===== config.mk =====
export PLATFORM = sky130hd
export DESIGN_NAME = dms_fir_seq_flat
export DESIGN_NICKNAME = d
export VERILOG_FILES = /design/src/rtl/dms_fir_seq_if.sv /design/src/rtl/dms_fir_seq.sv /design/src/flat_wrapper.sv
export SDC_FILE = /design/constraint.sdc
export NUM_CORES = 1
export LEC_CHECK = 0
export ABC_AREA = 0
export BUFFER_PORTS_ARGS = -buffer_cell sky130_fd_sc_hd__buf_2
export CAP_MARGIN = 40
export CORE_MARGIN = 10
export CORE_UTILIZATION = 45
export CTS_CLUSTER_DIAMETER = 100
export DETAILED_ROUTE_END_ITERATION = 10
export PLACE_DENSITY_LB_ADDON = 0.05
export SLEW_MARGIN = 10
export SYNTH_ARGS = -nofsm -noshare
export SYNTH_HDL_FRONTEND = slang
export SYNTH_SLANG_ARGS = --single-unit

===== constraint.sdc =====
create_clock -name clk -period 6.5 [get_ports clk]
set_input_delay 0.65 -clock clk [delete_from_list [all_inputs] [get_ports clk]]
set_output_delay 0.65 -clock clk [all_outputs]
set_load 0.01 [all_outputs]

===== src/rtl/dms_fir_seq_if.sv =====
// dms_fir_seq_if: sample, coefficient-config and status signals of the DMS FIR sequencer.
// Output width follows DMS_FIR_SEQ_ROUND_EN (DW when defined, full accumulator otherwise).
interface dms_fir_seq_if #(
    parameter int NTAPS = 4,
    parameter int DW    = 16,
    parameter int CW    = 16
);
    localparam int AW   = $clog2(NTAPS);
    localparam int ACCW = DW + CW + $clog2(NTAPS);
`ifdef DMS_FIR_SEQ_ROUND_EN
    localparam int OUTW = DW;
`else
    localparam int OUTW = ACCW;
`endif
    logic signed [DW-1:0]   smp_in;
    logic                   cfg_we;
    logic [AW-1:0]          cfg_addr;
    logic signed [CW-1:0]   cfg_data;
    logic                   cfg_commit;
    logic signed [OUTW-1:0] out_data;
    logic                   out_valid;
    logic                   busy;
    logic                   overrun;
    logic                   commit_pend;
    modport master (
        output smp_in, cfg_we, cfg_addr, cfg_data, cfg_commit,
        input  out_data, out_valid, busy, overrun, commit_pend
    );
    modport slave (
        input  smp_in, cfg_we, cfg_addr, cfg_data, cfg_commit,
        output out_data, out_valid, busy, overrun, commit_pend
    );
endinterface


===== src/rtl/dms_fir_seq.sv =====
// dms_fir_seq: NTAPS-tap FIR time-shared on one MAC, one result per sample tick, shadowed coefficients.
// Define DMS_FIR_SEQ_ROUND_EN for a rounded, saturated DW-wide output instead of the raw accumulator.
module dms_fir_seq #(
    parameter int                   NTAPS = 4,
    parameter int                   DW    = 16,
    parameter int                   CW    = 16,
    parameter int                   DIV   = 500,
    parameter logic signed [CW-1:0] C0    = CW'(7773),
    parameter logic signed [CW-1:0] C1    = CW'(8641),
    parameter logic signed [CW-1:0] C2    = CW'(8641),
    parameter logic signed [CW-1:0] C3    = CW'(7773)
) (
    input logic          clk,
    input logic          rst,
    dms_fir_seq_if.slave bus
);
    localparam int AW   = $clog2(NTAPS);
    localparam int TW   = $clog2(DIV);
    localparam int PW   = DW + CW;
    localparam int ACCW = PW + $clog2(NTAPS);
`ifdef DMS_FIR_SEQ_ROUND_EN
    localparam int OUTW = DW;
    localparam int RW   = ACCW - CW + 2;
    localparam logic signed [RW-1:0] SMAX = RW'((1 << (DW - 1)) - 1);
    localparam logic signed [RW-1:0] SMIN = -SMAX - RW'(1);
`else
    localparam int OUTW = ACCW;
`endif

    typedef enum logic [1:0] {IDLE, MAC, DONE} state_t;

    state_t                 state, state_d;
    logic [TW-1:0]          cnt;
    logic [AW-1:0]          idx;
    logic signed [DW-1:0]   x      [NTAPS];
    logic signed [CW-1:0]   coef_a [NTAPS];
    logic signed [CW-1:0]   coef_s [NTAPS];
    logic signed [ACCW-1:0] acc;
    logic signed [PW-1:0]   prod;
    logic signed [OUTW-1:0] res;
    logic                   tick, start;

    function automatic logic signed [CW-1:0] cinit(input int k);
        return k == 0 ? C0 : k == 1 ? C1 : k == 2 ? C2 : C3;
    endfunction

    assign prod     = PW'(coef_a[idx]) * PW'(x[idx]);
    assign bus.busy = state != IDLE;

`ifdef DMS_FIR_SEQ_ROUND_EN
    logic signed [RW-1:0] rsh;
    always_comb begin
        rsh = RW'(((ACCW + 1)'(acc) + (ACCW + 1)'(1 << (CW - 2))) >>> (CW - 1));
        res = rsh > SMAX ? DW'(SMAX) : rsh < SMIN ? DW'(SMIN) : rsh[DW-1:0];
    end
`else
    assign res = acc;
`endif

    always_comb begin
        tick    = cnt == TW'(DIV - 1);
        start   = tick && state == IDLE;
        state_d = start ? MAC
                : (state == MAC && idx == AW'(NTAPS - 1)) ? DONE
                : state == DONE ? IDLE : state;
    end

    always_ff @(posedge clk) state <= rst ? IDLE : state_d;

    always_ff @(posedge clk) begin
        if (rst) begin
            cnt             <= '0;
            idx             <= '0;
            acc             <= '0;
            bus.out_data    <= '0;
            bus.out_valid   <= 1'b0;
            bus.overrun     <= 1'b0;
            bus.commit_pend <= 1'b0;
            for (int k = 0; k < NTAPS; k++) begin
                x[k]      <= '0;
                coef_a[k] <= cinit(k);
                coef_s[k] <= cinit(k);
            end
        end else begin
            cnt             <= tick ? '0 : cnt + TW'(1);
            bus.out_valid   <= state == DONE;
            bus.commit_pend <= (start && bus.commit_pend) ? 1'b0 : bus.commit_pend | bus.cfg_commit;
            if (tick && state != IDLE) bus.overrun <= 1'b1;
            if (state == DONE) bus.out_data <= res;
            if (bus.cfg_we) coef_s[bus.cfg_addr] <= bus.cfg_data;
            if (state == MAC) begin
                acc <= acc + ACCW'(prod);
                idx <= idx + AW'(1);
            end
            if (start) begin
                acc  <= '0;
                idx  <= '0;
                x[0] <= bus.smp_in;
                for (int k = 1; k < NTAPS; k++) x[k] <= x[k-1];
                // a write landing on the applying tick is forwarded so it joins the commit
                if (bus.commit_pend)
                    for (int k = 0; k < NTAPS; k++)
                        coef_a[k] <= (bus.cfg_we && bus.cfg_addr == AW'(k)) ? bus.cfg_data : coef_s[k];
            end
        end
    end
endmodule


===== src/flat_wrapper.sv =====
// flat-port wrapper written by rule: the top's interface ports become plain ports
module dms_fir_seq_flat 
#(
    parameter int                   NTAPS = 4,
    parameter int                   DW    = 16,
    parameter int                   CW    = 16,
    parameter int                   DIV   = 500,
    parameter logic signed [CW-1:0] C0    = CW'(7773),
    parameter logic signed [CW-1:0] C1    = CW'(8641),
    parameter logic signed [CW-1:0] C2    = CW'(8641),
    parameter logic signed [CW-1:0] C3    = CW'(7773)
)
  (clk, rst, bus_smp_in, bus_cfg_we, bus_cfg_addr, bus_cfg_data, bus_cfg_commit, bus_out_data, bus_out_valid, bus_busy, bus_overrun, bus_commit_pend);
  dms_fir_seq_if #(.NTAPS(NTAPS), .DW(DW), .CW(CW)) bus_i ();
  input logic clk;
  input logic rst;
  input wire logic [$bits(bus_i.smp_in)-1:0] bus_smp_in;
  input wire logic [$bits(bus_i.cfg_we)-1:0] bus_cfg_we;
  input wire logic [$bits(bus_i.cfg_addr)-1:0] bus_cfg_addr;
  input wire logic [$bits(bus_i.cfg_data)-1:0] bus_cfg_data;
  input wire logic [$bits(bus_i.cfg_commit)-1:0] bus_cfg_commit;
  output wire logic [$bits(bus_i.out_data)-1:0] bus_out_data;
  output wire logic [$bits(bus_i.out_valid)-1:0] bus_out_valid;
  output wire logic [$bits(bus_i.busy)-1:0] bus_busy;
  output wire logic [$bits(bus_i.overrun)-1:0] bus_overrun;
  output wire logic [$bits(bus_i.commit_pend)-1:0] bus_commit_pend;
  assign bus_i.smp_in = bus_smp_in;
  assign bus_i.cfg_we = bus_cfg_we;
  assign bus_i.cfg_addr = bus_cfg_addr;
  assign bus_i.cfg_data = bus_cfg_data;
  assign bus_i.cfg_commit = bus_cfg_commit;
  assign bus_out_data = bus_i.out_data;
  assign bus_out_valid = bus_i.out_valid;
  assign bus_busy = bus_i.busy;
  assign bus_overrun = bus_i.overrun;
  assign bus_commit_pend = bus_i.commit_pend;
  dms_fir_seq #(.NTAPS(NTAPS), .DW(DW), .CW(CW), .DIV(DIV), .C0(C0), .C1(C1), .C2(C2), .C3(C3)) u_core (.clk(clk), .rst(rst), .bus(bus_i));
endmodule

**Yosys cells after proc, flatten, opt, wreduce, memory -nomap -nowiden**

Memories as Yosys holds them, arrays and structs flattened. A register that Yosys moved wholly into a read port is not among the register bits.
Cells that the tools add are included.

- Register bits: 84
- Bits in writable memories: 192
- Input port bits: 38
- Output and inout port bits: 38
- Word-level logic and storage cells: 83
- Memories: 3

- Add/sub/neg operators: 3
- $mul: 1
- Equality and inequality tests: 7
- Mux-type cells: 34
- Bitwise gates (word level): 9
- Reductions and logical operators: 17

Memory list:

| memory | words | width | rd ports | clocked after Yosys merged registers in | write ports | line | RTL |
|---|---|---|---|---|---|---|---|
| u_core.coef_a | 4 | 16 | 1 | 1 | 4 | dms_fir_seq.sv:36 | `logic signed [CW-1:0] coef_a [NTAPS];` |
| u_core.coef_s | 4 | 16 | 4 | 0 | 4 | dms_fir_seq.sv:37 | `logic signed [CW-1:0] coef_s [NTAPS];` |
| u_core.x | 4 | 16 | 4 | 1 | 4 | dms_fir_seq.sv:35 | `logic signed [DW-1:0] x [NTAPS];` |

Operator list:

| kind | count |
|---|---|
| $mux W16 | 13 |
| $add A34 B32 Y34 | 1 |
| $mul A16 B16 Y32 | 1 |
| $reduce_or A16 Y1 | 1 |
| $mux W1 | 14 |
| $mux W2 | 7 |
| $add A9 B1 Y9 const B | 1 |
| $eq A9 B9 Y1 const B | 1 |
| $or A1 B1 Y1 | 9 |
| $eq A2 B2 Y1 const B | 4 |
| $logic_and A1 B1 Y1 | 8 |
| $reduce_or A2 Y1 | 3 |
| $eq A2 B1 Y1 const B | 2 |
| $logic_not A2 Y1 | 2 |
| $reduce_bool A2 Y1 | 2 |
| $reduce_bool A3 Y1 | 1 |
| $add A2 B1 Y2 const B | 1 |

**Depth between registers and ports, before layout**

- Depth after elaboration: 6
- Gate-level depth with buffers: 31
- Depth with buffers taken out: 27

**Worst setup path before layout**

No wires, ideal clock.

- Path kind: register to register
- Start: register with a tool-made name
- End: register u_core.acc[33]
- Library setup time: 0.120 ns
- Arrival: 6.635 ns
- Required time: 6.380 ns
- Path slack: -0.255 ns
- Stages on the path, launching flop included: 25
- Path buffers: 3
- Period minus slack after synthesis: 6.755 ns
- Cell sequence: dfxtp_1 > buf_4 > buf_2 > mux4_2 > clkbuf_1 > nand2_1 > inv_1 > fa_1 > fa_1 > inv_1 > fa_1 > inv_1 > fa_1 > fa_1 > inv_1 > fa_1 > inv_1 > ha_1 > a21o_1 > a21o_1 > a21oi_1 > o21ai_0 > a22oi_2 > nor3b_1 > a211o_1

RTL lines:

| item | line | RTL |
|---|---|---|
| end signal: assignment | dms_fir_seq.sv:92 | `acc <= acc + ACCW'(prod);` |
| end: declaration | dms_fir_seq.sv:38 | `logic signed [ACCW-1:0] acc;` |

==> flow_summary.yaml <==
power_and_ir_drop:
  powerDensity_nw_per_um2: 378
  power.leakage_nw: 12.3
  power_mw: 10.4
  peakVddDrop_mv: 0.483
final_layout:
  register_area_um2: 7490
  fin_util: 0.558
  multi_input_area_um2: 14000
  finalNetCount: 2985
  diodes: 0
  area_delta_synth_final_pct: 21.8
  drive_above_1_share: 0.217
  nFillCells: 4487
synthesis:
  synth_nets: 2724
  synth_common_cells: "424 x nand2_1, 364 x inv_1, 305 x fa_1"
  yosysMostFrequentCell: "nand2_1"
  yosys.area_share.xor_xnor: 0.0167
  synth_adder_area_share: 0.328
  synthMuxAreaShare: 0.0312
  yosysSeqAreaShare: 0.332
  synth_edf_count: 192
  synth_compound_area_frac: 0.0600
  synth_top_family_by_area: "adder cells"
  synth_top_cell_by_area: "fa_1"
  synth-main-ff-cell: "edfxtp_1"
  ys_types: 54
  yosysWarnings: 0
  avgSynthCellArea_um2: 9.90
  synth_area_leaders: "fa_1 27%, edfxtp_1 26%, dfxtp_1 7.6%, nand2_1 7.1%, inv_1 6.1%"
  postSynthCellCount: 2277
  synth_top_area_share: 0.271
  ys_ff_latch: 278
  yosys.area_share.simple: 0.153
  netlist_area_um2: 22600
  synth-async-reset-ratio: 0
global_routing:
  grt.total_usage: 0.209
  antenna_found_initial: 1
  grt_overflow: 0
  grt_pass1_wl_mm: 97.7
  grt_pass1_vias: 17700
  grt_max_degree: 67
routing:
  vias: 16400
  dr.pass1.iters: 5
  routed_via_density: 5.10
  wl_per_cell_um: 18.7
  drc: 0
  drt_iter0_drc: 1226
  ant_nets: 0
  wirelength_mm: 60.2
clocking:
  clock_insertion_delay_worst_skew_ns: 0.55
  cts_sinks: 278
  h-tree-depth: 2
  clock-root-buffer: "clkbuf_16"
  cts_tree: "done"
  path_clk_slew_ns: 0.06
  numCtsBuffers: 34
  clockBufferDepth: 3
timing:
  finalHoldViolCount: 0
  skew_ns: 0.0331
  setup_viol: 5
  tightest_slew_ns: 0.907
  tns_ns: -0.390
  finalCritPeriodShare: 1.02
  fmax_ghz: 0.151
  rsz0062_at_grt: "true"
  maxSlewViolCount: 0
  fin_crit_ns: 6.61
  worst_slack_ns: -0.111
  max_slew_margin: 0.395
floorplanning:
  die-area_um2: 59500
  row_count: 81
  core_area_um2: 49300
  die_h_um: 244
  io_pins: 76
  initial_core_util: 0.458
  die_w_um: 244
placed_design:
  gp_congestion: 0.893
  dp_hpwl_mm: 46.0
  io_buffers: 75
setup_path:
  timing.critical_path.cells: "buf_12 -> buf_12 -> mux4_2 -> and2_4 -> fa_2 -> buf_4 -> fa_1 -> fa_1 -> fa_1 -> fa_1 -> inv_1 -> fa_1 -> inv_1 -> ha_4 -> a21o_1 -> a21o_1 -> a2111oi_4 -> nand3_2 -> and2_4 -> a22oi_2 -> nor3b_1 -> a211o_1"
  cp-start-kind: "flop"
  end_kind: "flop"
  arrival_ns: 7.05
  slowest_delay_ns: 0.59
  crit_required_ns: 6.94
  cp_max_fo: 5
  crit_top_cell: "fa_1"
  critical-path-slowest-cell: "mux4_2"
  rr_worst_depth: 22
  critPathKind: "reg2reg"
outcome:
  violations: "setup timing"
  outcome: "complete, but fails checks"
min_path:
  min_path_type: "in2reg"
  min_path_cells: 3
run:
  drv_cap: 0
-- final timing paths --
check,startpoint,to,slack [ns]
max reg2reg,flop,u_core.acc[33]$_SDFFE_PP0P_,-0.11
min,bus_cfg_commit,u_core.bus.commit_pend$_SDFF_PP0_,0.31
min reg2reg,u_core.bus.out_data[5]$_SDFFE_PP0P_,u_core.bus.out_data[5]$_SDFFE_PP0P_,0.45
max,flop,u_core.acc[33]$_SDFFE_PP0P_,-0.11
-- stage by stage --
stage,setup WS [ns],hold slack [ns],cells,area [um^2]
2_1_floorplan,0.00439,0.426,2277,22600
3_3_place_gp,-0.193,0.443,3096,24900
3_5_place_dp,-0.261,0.448,3107,25000
4_1_cts,-0.0888,0.287,3209,27000
5_1_grt,-0.338,0.314,3224,27500
6_report,-0.111,0.313,3224,27500
-- cell families after synthesis --
family	after synthesis
adders and majority gates	409
and+or+nand+nor	801
DFF	278
xor gates and xnor gates	43
buffers and inverters	466
AOI/OAI and AO/OA	226
muxes	54
-- state kept, by name, indices dropped and copies added (netlist names), named ones only --
signal,count
u_core.coef_a,64
u_core.coef_s,64
u_core.x,64
u_core.acc,34
u_core.bus.out_data,34
u_core.cnt,9
u_core.idx,2
u_core.state,2
u_core.bus.commit_pend,1
u_core.bus.out_valid,1
u_core.bus.overrun,1
-- placed cells by master (no fill, tap or decap), types with 12 or more instances in the layout --
master | Yosys | layout
buf_2 | 20 | 75
inv_2 | 0 | 22
o21ai_0 | 24 | 14
o21ai_1 | 17 | 16
a21oi_2 | 1 | 13
xnor2_1 | 26 | 26
ha_1 | 104 | 83
fa_1 | 305 | 284
mux2_2 | 21 | 14
dfxtp_1 | 86 | 84
edfxtp_1 | 192 | 192
mux4_2 | 11 | 12
nor2_1 | 187 | 175
buf_12 | 0 | 19
and2_1 | 89 | 88
mux2i_1 | 22 | 20
clkbuf_16 | 0 | 34
inv_1 | 364 | 342
nand2_1 | 424 | 417
xor2_1 | 17 | 17
nand2b_1 | 18 | 17
buf_6 | 0 | 34
buf_4 | 1 | 185
a21o_1 | 22 | 22
fa_2 | 0 | 21
nand3_1 | 48 | 40
ha_4 | 0 | 17
a21oi_1 | 111 | 98
-- power by group --
group	switching (mW)	internal [mW]	leakage [nW]
logic	3.38	3.28	9.26
registers	0.0216	1.94	2.55
clock network	0.752	1.01	0.491
-- critical path, delay by kind of cell (launching register included) --
family / cells / cell delay, ns
AND/OR/NAND/NOR: 4 / 0.65
multiplexers: 1 / 0.59
adder cells (fa/ha/maj): 7 / 3.23
flip-flops: 1 / 0.39
buffers and inverters: 5 / 0.53
AO/OA/AOI/OAI: 5 / 1.11
-- layout make-up --
type,count,share of cell area
multi-input cells,1534,0.510
flip-flops and latches,278,0.273
repair buffers,326,0.100
inverters,364,0.0497
clock buffers,42,0.0321
well taps,664,0.0302
clock inverters,16,0.00492
-- timing repair --
item / CTS / global route
gates resized for setup: 113 / 100
hold buffers: 0 / 0
setup buffers: 39 / 16
pin swaps: 74 / 66
setup endpoints to repair: 15 / 21
gates cloned: 5 / 0
-- layer usage --
metal	wire length, um	vias to the layer above	part of all wire	GRT usage
li1	-	7660	-	-
met1	25600	8349	0.43	0.268
met2	30800	365	0.51	0.366
met3	2750	58	0.046	0.0306
met4	1010	0	0.017	0.0468
met5	0	-	0	0
(Power assumes the default switching activity.)
